`src/rtl/alu_seq_top_if.sv`:
```
// Board-side bundle for alu_seq_top: switch/key inputs and display outputs.
// The master modport is the board (or bench) side; slave is the ALU top.
interface alu_seq_top_if #(
  parameter int WIDTH = 8
);
  localparam int NDIG = (WIDTH + 3) / 4;

  logic [9:0]          switches;
  logic                key_enter_n;
  logic                key_clear_n;
  logic [7*NDIG-1:0]   hex_n;
  logic [9:0]          leds;

  modport master (
    output switches, key_enter_n, key_clear_n,
    input  hex_n, leds
  );

  modport slave (
    input  switches, key_enter_n, key_clear_n,
    output hex_n, leds
  );
endinterface

```
`src/rtl/alu_seq_top.sv`:
```
// alu_seq_top: registered WIDTH-bit ALU with operands entered from switches
// via a debounced push-button FSM (LOAD_A -> LOAD_B -> LOAD_OP -> EXEC -> SHOW).
// Result is shown in hex on seven-segment digits; flags and state on LEDs.
// Optional feature macro: ALU_CHAIN_EN (SHOW + enter loads A = Y, goes to LOAD_B).

// Synchroniser + debouncer for one active-low key; emits a 1-cycle pulse on
// the accepted press (high-to-low) only.
module alu_seq_key #(
  parameter int DEBOUNCE_CYCLES = 4
) (
  input  logic clk,
  input  logic rst_n,
  input  logic key_n,
  output logic press
);
  localparam int CW = $clog2(DEBOUNCE_CYCLES + 1);

  logic [1:0]    sync_q, sync_d;
  logic          stable_q, stable_d;
  logic [CW-1:0] cnt_q, cnt_d;
  logic          press_q, press_d;

  // Count consecutive samples that disagree with the accepted level.
  always_comb begin
    // NOTE: every comb output gets a default first, so no path leaves it unassigned (no latch).
    sync_d   = {sync_q[0], key_n};
    stable_d = stable_q;
    cnt_d    = '0;
    press_d  = 1'b0;
    if (sync_q[1] != stable_q) begin
      if (cnt_q == CW'(DEBOUNCE_CYCLES - 1)) begin
        stable_d = sync_q[1];
        press_d  = stable_q & ~sync_q[1];
      end else begin
        cnt_d = cnt_q + 1'b1;
      end
    end
  end

  // Key state registers; released (high) is the idle level.
  always_ff @(posedge clk or negedge rst_n) begin
    // NOTE: sequential state uses non-blocking assignments so all flops update together.
    if (!rst_n) begin
      sync_q   <= 2'b11;
      stable_q <= 1'b1;
      cnt_q    <= '0;
      press_q  <= 1'b0;
    end else begin
      sync_q   <= sync_d;
      stable_q <= stable_d;
      cnt_q    <= cnt_d;
      press_q  <= press_d;
    end
  end

  assign press = press_q;
endmodule

module alu_seq_top #(
  parameter int WIDTH           = 8,
  parameter int DEBOUNCE_CYCLES = 50000
) (
  input  logic         clk,
  input  logic         rst_n,
  alu_seq_top_if.slave bus
);
  localparam int NDIG = (WIDTH + 3) / 4;
  localparam int SW   = $clog2(WIDTH);
  localparam int MSB  = WIDTH - 1;

  typedef enum logic [2:0] {
    LOAD_A, LOAD_B, LOAD_OP, EXEC, SHOW
  } state_e;

  typedef enum logic [2:0] {
    OP_ADD = 3'd0, OP_SUB = 3'd1, OP_AND = 3'd2, OP_OR  = 3'd3,
    OP_XOR = 3'd4, OP_SHL = 3'd5, OP_SHR = 3'd6, OP_ASR = 3'd7
  } op_e;

  typedef struct packed {
    logic v;
    logic c;
    logic n;
    logic z;
  } flags_t;

  // ---------------------------------------------------------------- inputs
  logic [WIDTH-1:0] sw_meta_q, sw_meta_d, sw_q, sw_d;
  logic             sw_unused;
  logic             enter, clear;

  assign sw_unused = ^bus.switches[9:WIDTH];

  // Switch synchroniser next values.
  always_comb begin
    sw_meta_d = bus.switches[WIDTH-1:0];
    sw_d      = sw_meta_q;
  end

  // Switch synchroniser; pure data path that follows the pins within two clocks.
  always_ff @(posedge clk) begin
    // NOTE: no reset here on purpose -- the display must track live switches even while rst_n is low.
    sw_meta_q <= sw_meta_d;
    sw_q      <= sw_d;
  end

  alu_seq_key #(.DEBOUNCE_CYCLES(DEBOUNCE_CYCLES)) u_key_enter (
    .clk(clk), .rst_n(rst_n), .key_n(bus.key_enter_n), .press(enter)
  );

  alu_seq_key #(.DEBOUNCE_CYCLES(DEBOUNCE_CYCLES)) u_key_clear (
    .clk(clk), .rst_n(rst_n), .key_n(bus.key_clear_n), .press(clear)
  );

  // ---------------------------------------------------------------- ALU
  state_e           state_q, state_d;
  logic [WIDTH-1:0] a_q, a_d, b_q, b_d, y_q, y_d;
  op_e              op_q, op_d;
  flags_t           flags_q, flags_d;

  logic [SW-1:0]    shamt;
  logic [WIDTH:0]   wide;
  logic [WIDTH-1:0] alu_y;
  flags_t           alu_f;

  assign shamt = b_q[SW-1:0];

  // Combinational ALU on the captured operands; sampled into Y/flags in EXEC.
  always_comb begin
    wide    = '0;
    alu_y   = '0;
    alu_f   = '0;
    unique case (op_q)
      OP_ADD: begin
        wide    = {1'b0, a_q} + {1'b0, b_q};
        alu_y   = wide[WIDTH-1:0];
        alu_f.c = wide[WIDTH];
        alu_f.v = (a_q[MSB] == b_q[MSB]) && (alu_y[MSB] != a_q[MSB]);
      end
      OP_SUB: begin
        alu_y   = a_q - b_q;
        alu_f.c = (a_q >= b_q);
        alu_f.v = (a_q[MSB] != b_q[MSB]) && (alu_y[MSB] != a_q[MSB]);
      end
      OP_AND: alu_y = a_q & b_q;
      OP_OR:  alu_y = a_q | b_q;
      OP_XOR: alu_y = a_q ^ b_q;
      OP_SHL: begin
        // Extra top bit catches the last bit shifted out (0 when s = 0).
        wide    = {1'b0, a_q} << shamt;
        alu_y   = wide[WIDTH-1:0];
        alu_f.c = wide[WIDTH];
      end
      OP_SHR: begin
        // Extra bottom bit catches A[s-1] (0 when s = 0).
        wide    = {a_q, 1'b0} >> shamt;
        alu_y   = wide[WIDTH:1];
        alu_f.c = wide[0];
      end
      OP_ASR: begin
        wide    = $unsigned($signed({a_q, 1'b0}) >>> shamt);
        alu_y   = wide[WIDTH:1];
        alu_f.c = wide[0];
      end
    endcase
    alu_f.z = (alu_y == '0);
    alu_f.n = alu_y[MSB];
  end

  // ---------------------------------------------------------------- FSM
  // Next state and register updates; clear overrides everything.
  always_comb begin
    state_d = state_q;
    a_d     = a_q;
    b_d     = b_q;
    op_d    = op_q;
    y_d     = y_q;
    flags_d = flags_q;
    if (clear) begin
      state_d = LOAD_A;
      a_d     = '0;
      b_d     = '0;
      op_d    = OP_ADD;
      y_d     = '0;
      flags_d = '0;
    end else begin
      unique case (state_q)
        LOAD_A: if (enter) begin
          a_d     = sw_q;
          state_d = LOAD_B;
        end
        LOAD_B: if (enter) begin
          b_d     = sw_q;
          state_d = LOAD_OP;
        end
        LOAD_OP: if (enter) begin
          op_d    = op_e'(sw_q[2:0]);
          state_d = EXEC;
        end
        EXEC: begin
          // Enter is ignored here; the single EXEC cycle always completes.
          y_d     = alu_y;
          flags_d = alu_f;
          state_d = SHOW;
        end
        SHOW: if (enter) begin
`ifdef ALU_CHAIN_EN
          a_d     = y_q;
          state_d = LOAD_B;
`else
          state_d = LOAD_A;
`endif
        end
        default: state_d = LOAD_A;
      endcase
    end
  end

  // FSM state and datapath registers.
  always_ff @(posedge clk or negedge rst_n) begin
    if (!rst_n) begin
      state_q <= LOAD_A;
      a_q     <= '0;
      b_q     <= '0;
      op_q    <= OP_ADD;
      y_q     <= '0;
      flags_q <= '0;
    end else begin
      state_q <= state_d;
      a_q     <= a_d;
      b_q     <= b_d;
      op_q    <= op_d;
      y_q     <= y_d;
      flags_q <= flags_d;
    end
  end

  // ---------------------------------------------------------------- display
  logic [4*NDIG-1:0] disp;

  function automatic logic [6:0] seg7(input logic [3:0] nib);
    unique case (nib)
      4'h0: seg7 = 7'h40;  4'h1: seg7 = 7'h79;  4'h2: seg7 = 7'h24;  4'h3: seg7 = 7'h30;
      4'h4: seg7 = 7'h19;  4'h5: seg7 = 7'h12;  4'h6: seg7 = 7'h02;  4'h7: seg7 = 7'h78;
      4'h8: seg7 = 7'h00;  4'h9: seg7 = 7'h10;  4'hA: seg7 = 7'h08;  4'hB: seg7 = 7'h03;
      4'hC: seg7 = 7'h46;  4'hD: seg7 = 7'h21;  4'hE: seg7 = 7'h06;  default: seg7 = 7'h0E;
    endcase
  endfunction

  // Select what the digits show: live switches while loading, Y afterwards.
  always_comb begin
    disp = '0;
    unique case (state_q)
      LOAD_A, LOAD_B: disp[WIDTH-1:0] = sw_q;
      LOAD_OP:        disp[2:0]       = sw_q[2:0];
      default:        disp[WIDTH-1:0] = y_q;
    endcase
  end

  for (genvar k = 0; k < NDIG; k++) begin : g_digit
    assign bus.hex_n[7*k +: 7] = seg7(disp[4*k +: 4]);
  end

  assign bus.leds = {2'b00,
                     state_q == SHOW, state_q == LOAD_OP,
                     state_q == LOAD_B, state_q == LOAD_A,
                     flags_q};
endmodule

```
`src/flat_wrapper.sv`:
```
// flat-port wrapper written by rule: the top's interface ports become plain ports
module alu_seq_top_flat 
#(
  parameter int WIDTH           = 8,
  parameter int DEBOUNCE_CYCLES = 50000
)
  (clk, rst_n, bus_switches, bus_key_enter_n, bus_key_clear_n, bus_hex_n, bus_leds);
  alu_seq_top_if #(.WIDTH(WIDTH)) bus_i ();
  input  logic clk;
  input  logic rst_n;
  input wire logic [$bits(bus_i.switches)-1:0] bus_switches;
  input wire logic [$bits(bus_i.key_enter_n)-1:0] bus_key_enter_n;
  input wire logic [$bits(bus_i.key_clear_n)-1:0] bus_key_clear_n;
  output wire logic [$bits(bus_i.hex_n)-1:0] bus_hex_n;
  output wire logic [$bits(bus_i.leds)-1:0] bus_leds;
  assign bus_i.switches = bus_switches;
  assign bus_i.key_enter_n = bus_key_enter_n;
  assign bus_i.key_clear_n = bus_key_clear_n;
  assign bus_hex_n = bus_i.hex_n;
  assign bus_leds = bus_i.leds;
  alu_seq_top #(.WIDTH(WIDTH), .DEBOUNCE_CYCLES(DEBOUNCE_CYCLES)) u_core (.clk(clk), .rst_n(rst_n), .bus(bus_i));
endmodule
```
`config.mk`:
```
export PLATFORM = sky130hd
export DESIGN_NAME = alu_seq_top_flat
export DESIGN_NICKNAME = d
export VERILOG_FILES = /design/src/rtl/alu_seq_top_if.sv /design/src/rtl/alu_seq_top.sv /design/src/flat_wrapper.sv
export SDC_FILE = /design/constraint.sdc
export NUM_CORES = 1
export LEC_CHECK = 0
export CORE_MARGIN = 10
export CORE_UTILIZATION = 35
export DETAILED_ROUTE_END_ITERATION = 8
export HOLD_SLACK_MARGIN = 0.12
export PLACE_DENSITY = 0.59
export RECOVER_POWER = 50
export SYNTH_ARGS = -nofsm -noshare
export SYNTH_HDL_FRONTEND = slang
export SYNTH_SLANG_ARGS = --single-unit
```
`constraint.sdc`:
```
create_clock -name clk -period 3.82 [get_ports clk]
set_clock_uncertainty 0.05 [all_clocks]
set_input_delay 0.764 -clock clk [delete_from_list [all_inputs] [get_ports clk]]
set_output_delay 0.764 -clock clk [all_outputs]
set_load 0.01 [all_outputs]
```
==> flow_results.xml <==
<?xml version="1.0" encoding="UTF-8"?>
<metrics>
  <group name="pwr">
    <metric name="switching_power" unit="µW">448.8</metric>
    <metric name="clockPowerShare" unit="%">43.7</metric>
    <metric name="proportion_of_power_drawn_by_flip_flops_and_latches" unit="%">49.8</metric>
    <metric name="switching_share" unit="%">23.09</metric>
    <metric name="internal_power" unit="mW">1.495</metric>
    <metric name="worst_ir_drop_on_vdd" unit="mV">0.2519</metric>
    <metric name="fin_total_pwr" unit="mW">1.944</metric>
    <metric name="p_comb_share" unit="%">6.5</metric>
    <metric name="power.density_cell_area" unit="nW/µm²">286.8</metric>
    <metric name="power.static_leakage" unit="nW">2.731</metric>
  </group>
  <group name="die">
    <metric name="dieWidth" unit="µm">150.0</metric>
    <metric name="core-area" unit="µm²">16580</metric>
    <metric name="initial_utilization" unit="%">35.65</metric>
    <metric name="die_height" unit="µm">150.0</metric>
    <metric name="fp-row-count" unit="">47</metric>
    <metric name="top_level_ports" unit="">38</metric>
    <metric name="design.die.area" unit="µm²">22490</metric>
  </group>
  <group name="timing">
    <metric name="finalWorstSetupSlack" unit="ns">0.1736</metric>
    <metric name="fin_setup_tns" unit="ns">0</metric>
    <metric name="max_slew_violations" unit="">33</metric>
    <metric name="max_freq" unit="GHz">0.2742</metric>
    <metric name="period_utilization_post_route" unit="%">95.46</metric>
    <metric name="fin_crit" unit="ns">3.646</metric>
    <metric name="finish_stage_setup_viols" unit="">0</metric>
    <metric name="hold_viol" unit="">0</metric>
    <metric name="slew-limit-headroom" unit="%">-10.88</metric>
    <metric name="rsz0062_at_grt" unit="">no</metric>
    <metric name="holdWs" unit="ns">0.2753</metric>
    <metric name="worst_pin_slew" unit="ns">1.663</metric>
  </group>
  <group name="clocking">
    <metric name="insertion_delay_to_the_later_sink_of_the_worst_skew_pair" unit="ns">0.34</metric>
    <metric name="cts_root_buf" unit="">sky130_fd_sc_hd__clkbuf_16</metric>
    <metric name="cts-buffers-inserted" unit="">9</metric>
    <metric name="htreeDepth" unit="">3</metric>
    <metric name="tritoncts" unit="">built</metric>
    <metric name="clock_path_buffers" unit="">2</metric>
    <metric name="clk_pin_slew_worst_paths" unit="ns">0.06</metric>
    <metric name="cts-hold-fix-buffers" unit="">0</metric>
    <metric name="numClockSinks" unit="">89</metric>
  </group>
  <group name="synthesis">
    <metric name="number_of_library_cell_types_mapped_by_synthesis" unit="">60</metric>
    <metric name="syn-instance-count" unit="">682</metric>
    <metric name="synth-main-ff-cell" unit="">sky130_fd_sc_hd__dfrtp_1</metric>
    <metric name="avg_inst_size_synth" unit="µm²">8.669</metric>
    <metric name="yosysWarningCount" unit="">0</metric>
    <metric name="syn_area" unit="µm²">5912</metric>
    <metric name="async_reset_ff_share" unit="%">82.02</metric>
    <metric name="seq_area_frac_synth" unit="%">36.44</metric>
    <metric name="number_of_enable_type_register_cells_in_the_synthesized_netlist" unit="">0</metric>
    <metric name="register_bit_total_from_synthesis" unit="">89</metric>
  </group>
  <group name="global_routing">
    <metric name="grt_pass1_wl" unit="µm">25420</metric>
    <metric name="grt_max_degree" unit="">33</metric>
    <metric name="via_count_of_the_first_global_routing_pass" unit="">4952</metric>
    <metric name="gr-usage-all-layers" unit="%">13.77</metric>
    <metric name="grt_overflow_total" unit="">0</metric>
    <metric name="antenna_violations_before_repair" unit="">0</metric>
  </group>
  <group name="final_layout">
    <metric name="final_layout_size_suffix_gt1_share" unit="%">8.439</metric>
    <metric name="post-route-util" unit="%">40.87</metric>
    <metric name="final_cell_mix" unit="">sky130_fd_sc_hd__nand2_1 (82), sky130_fd_sc_hd__nor2_1 (76), sky130_fd_sc_hd__dfrtp_1 (67)</metric>
    <metric name="finish.net_count" unit="">763</metric>
    <metric name="seq_area" unit="µm²">2155</metric>
    <metric name="layout.cells.non_filler" unit="">931</metric>
    <metric name="multi_input_comb_area" unit="µm²">3438</metric>
    <metric name="fillerInstances" unit="">1681</metric>
    <metric name="area_growth" unit="%">14.65</metric>
    <metric name="fin_area" unit="µm²">6778</metric>
    <metric name="most_frequent_standard_cell_in_the_layout_excluding_fill_and_tap_cells" unit="">sky130_fd_sc_hd__nand2_1</metric>
    <metric name="n_antenna_cell" unit="">0</metric>
  </group>
  <group name="setup_path">
    <metric name="depth_of_the_worst_register_to_register_path" unit="">12</metric>
    <metric name="worstPathCellList" unit="">nand2_1, nand2b_4, mux2i_1, inv_1, ha_1, mux4_2, clkdlybuf4s50_1</metric>
    <metric name="critPathMaxFanout" unit="">10</metric>
    <metric name="worstSetupStartpointType" unit="">flip-flop</metric>
    <metric name="timing_worst_setup_path_type" unit="">flip-flop to primary output</metric>
    <metric name="max_stage_delay" unit="ns">0.49</metric>
    <metric name="end_kind" unit="">primary output</metric>
    <metric name="worst_ep_arrival_time" unit="ns">2.83</metric>
    <metric name="required" unit="ns">3.01</metric>
    <metric name="worst_path_max_delay_cell" unit="">sky130_fd_sc_hd__clkdlybuf4s50_1</metric>
  </group>
  <group name="route">
    <metric name="drt-total-wl" unit="µm">14900</metric>
    <metric name="drt-pass1-iter-count" unit="">6</metric>
    <metric name="detail_route.drc_violations" unit="">0</metric>
    <metric name="drt_iter0_markers" unit="">375</metric>
    <metric name="drtAntennaViolNets" unit="">0</metric>
    <metric name="route.vias.total" unit="">4943</metric>
    <metric name="detail_routed_net_length_per_standard_cell" unit="µm">16.00</metric>
    <metric name="drt-vias-per-instance" unit="">5.309</metric>
  </group>
  <group name="job">
    <metric name="max_cap_viol_count" unit="">1</metric>
  </group>
  <group name="min_path">
    <metric name="min-delay-path-class" unit="">flip-flop to flip-flop</metric>
    <metric name="hold_depth" unit="">0</metric>
  </group>
  <group name="outcome">
    <metric name="violations_in_the_final_reports" unit="">max-capacitance violations, max-slew violations</metric>
    <metric name="status" unit="">finished, violations left</metric>
  </group>
  <group name="placed_design">
    <metric name="post_dp_hpwl" unit="µm">11140</metric>
    <metric name="placed_cell_area" unit="µm²">6477</metric>
    <metric name="pre_cts_slack" unit="ns">0.2483</metric>
    <metric name="dp.cells" unit="">915</metric>
    <metric name="buffers_on_ports" unit="">33</metric>
    <metric name="routabilityCongestion" unit="">0.9213</metric>
  </group>
</metrics>
-- worst max-delay path, delay by kind of cell, from the launching register on --
family	cells	cell delay [ns]
adders and majority gates	1	0.26
DFF	1	0.47
buffers and inverters	2	0.62
muxes	2	0.75
and+or+nand+nor	2	0.39
-- area by class of cell --
| cell class | count | area share [%] |
|---|---|---|
| Clock buffer | 11 | 3.729 |
| Clock inverter | 5 | 0.5354 |
| Inverter | 41 | 2.271 |
| Multi-Input combinational cell | 512 | 50.73 |
| Sequential cell | 89 | 31.79 |
| Tap cell | 220 | 4.061 |
| Timing Repair Buffer | 53 | 6.886 |
-- cells by family after synthesis --
group | after synthesis | synth area share [%]
xor gates and xnor gates | 39 | 5.778
buffers and inverters | 82 | 5.799
other | 1 | 0.06343
adders and majority gates | 43 | 9.354
AOI/OAI and AO/OA | 158 | 17.86
muxes | 28 | 6.074
DFF | 89 | 36.44
and+or+nand+nor | 242 | 18.62
-- layer usage --
| layer | vias up | wire length [µm] | track usage, % |
|---|---|---|---|
| met5 | - | 0 | 0 |
| met4 | 0 | 214 | 3.644 |
| met3 | 20 | 838 | 2.717 |
| met2 | 140 | 6892 | 21.10 |
| met1 | 2359 | 6951 | 19.31 |
| li1 | 2424 | - | - |
-- what timing repair did --
| action | 4_1_cts | 5_1_grt |
|---|---|---|
| buffers inserted | 0 | 0 |
| setup endpoints to repair | 6 | 3 |
| gates resized for setup | 4 | 1 |
-- path summary, 6_finish.rpt --
| check | start | end | slack [ns] |
|---|---|---|---|
| setup reg to reg | u_core.a_q[0]$_DFFE_PN0P_ | u_core.bus.leds[0]$_DFFE_PN0P_ | 0.81 |
| hold / removal | u_core.sw_d[7]$_DFF_P_ | u_core.sw_q[7]$_DFF_P_ | 0.28 |
| hold reg to reg | u_core.sw_d[7]$_DFF_P_ | u_core.sw_q[7]$_DFF_P_ | 0.28 |
| max in group asynchronous | rst_n | u_core.u_key_clear.cnt_q[4]$_DFF_PN0_ | 1.11 |
| setup / recovery | u_core.state_q[0]$_DFFE_PN0P_ | bus_hex_n[3] | 0.17 |
| min in group asynchronous | rst_n | u_core.b_q[5]$_DFFE_PN0P_ | 0.54 |
-- registers in the layout, indices dropped and copies added, names as in the netlist --
signal                       count
u_core.u_key_clear.cnt_q        16
u_core.u_key_enter.cnt_q        16
u_core.a_q                       8
u_core.b_q                       8
u_core.sw_d                      8
u_core.sw_q                      8
u_core.y_q                       8
u_core.bus.leds                  3
u_core.op_q                      3
u_core.state_q                   3
u_core.u_key_clear.sync_q        2
u_core.u_key_enter.sync_q        2
u_core.u_key_clear.press         1
u_core.u_key_clear.stable_q      1
u_core.u_key_enter.press         1
u_core.u_key_enter.stable_q      1
-- synthesized netlist by cell type (4+ instances only) --
cell type,count,area (µm²)
sky130_fd_sc_hd__buf_2,10,50.05
sky130_fd_sc_hd__nand2_1,82,307.8
sky130_fd_sc_hd__o21bai_1,4,30.03
sky130_fd_sc_hd__inv_1,41,153.9
sky130_fd_sc_hd__mux4_2,6,135.1
sky130_fd_sc_hd__a22o_1,8,70.07
sky130_fd_sc_hd__o31ai_1,9,67.56
sky130_fd_sc_hd__a21oi_1,48,240.2
sky130_fd_sc_hd__dfxtp_1,16,320.3
sky130_fd_sc_hd__mux2i_1,19,190.2
sky130_fd_sc_hd__and3_1,9,56.30
sky130_fd_sc_hd__xnor2_1,19,166.4
sky130_fd_sc_hd__nand3_1,17,85.08
sky130_fd_sc_hd__buf_4,4,30.03
sky130_fd_sc_hd__ha_1,41,513.0
sky130_fd_sc_hd__a211oi_1,14,105.1
sky130_fd_sc_hd__o21ai_0,25,125.1
sky130_fd_sc_hd__o22ai_1,6,37.54
sky130_fd_sc_hd__clkbuf_1,23,86.33
sky130_fd_sc_hd__and2_1,5,31.28
sky130_fd_sc_hd__xor2_1,20,175.2
sky130_fd_sc_hd__o211ai_1,8,60.06
sky130_fd_sc_hd__nor2b_1,4,25.02
sky130_fd_sc_hd__nand4_1,6,37.54
sky130_fd_sc_hd__nor3_1,13,65.06
sky130_fd_sc_hd__nand2b_1,11,68.82
sky130_fd_sc_hd__dfstp_2,6,157.7
sky130_fd_sc_hd__o221ai_1,4,35.03
sky130_fd_sc_hd__nor2_1,77,289.0
sky130_fd_sc_hd__a22oi_1,6,45.04
sky130_fd_sc_hd__dfrtp_1,67,1677
-- power by group through the flow --
stage / sequential (mW) / clock, mW / combinational, mW
after floorplan: 0.982 / 0 / 0.0631
after global placement: 0.985 / 0 / 0.127
after detailed placement: 0.986 / 0 / 0.131
after CTS: 0.968 / 0.869 / 0.132
after global routing: 0.969 / 0.924 / 0.143
final: 0.968 / 0.849 / 0.126
Note: power is estimated with default switching activity, not from simulation.
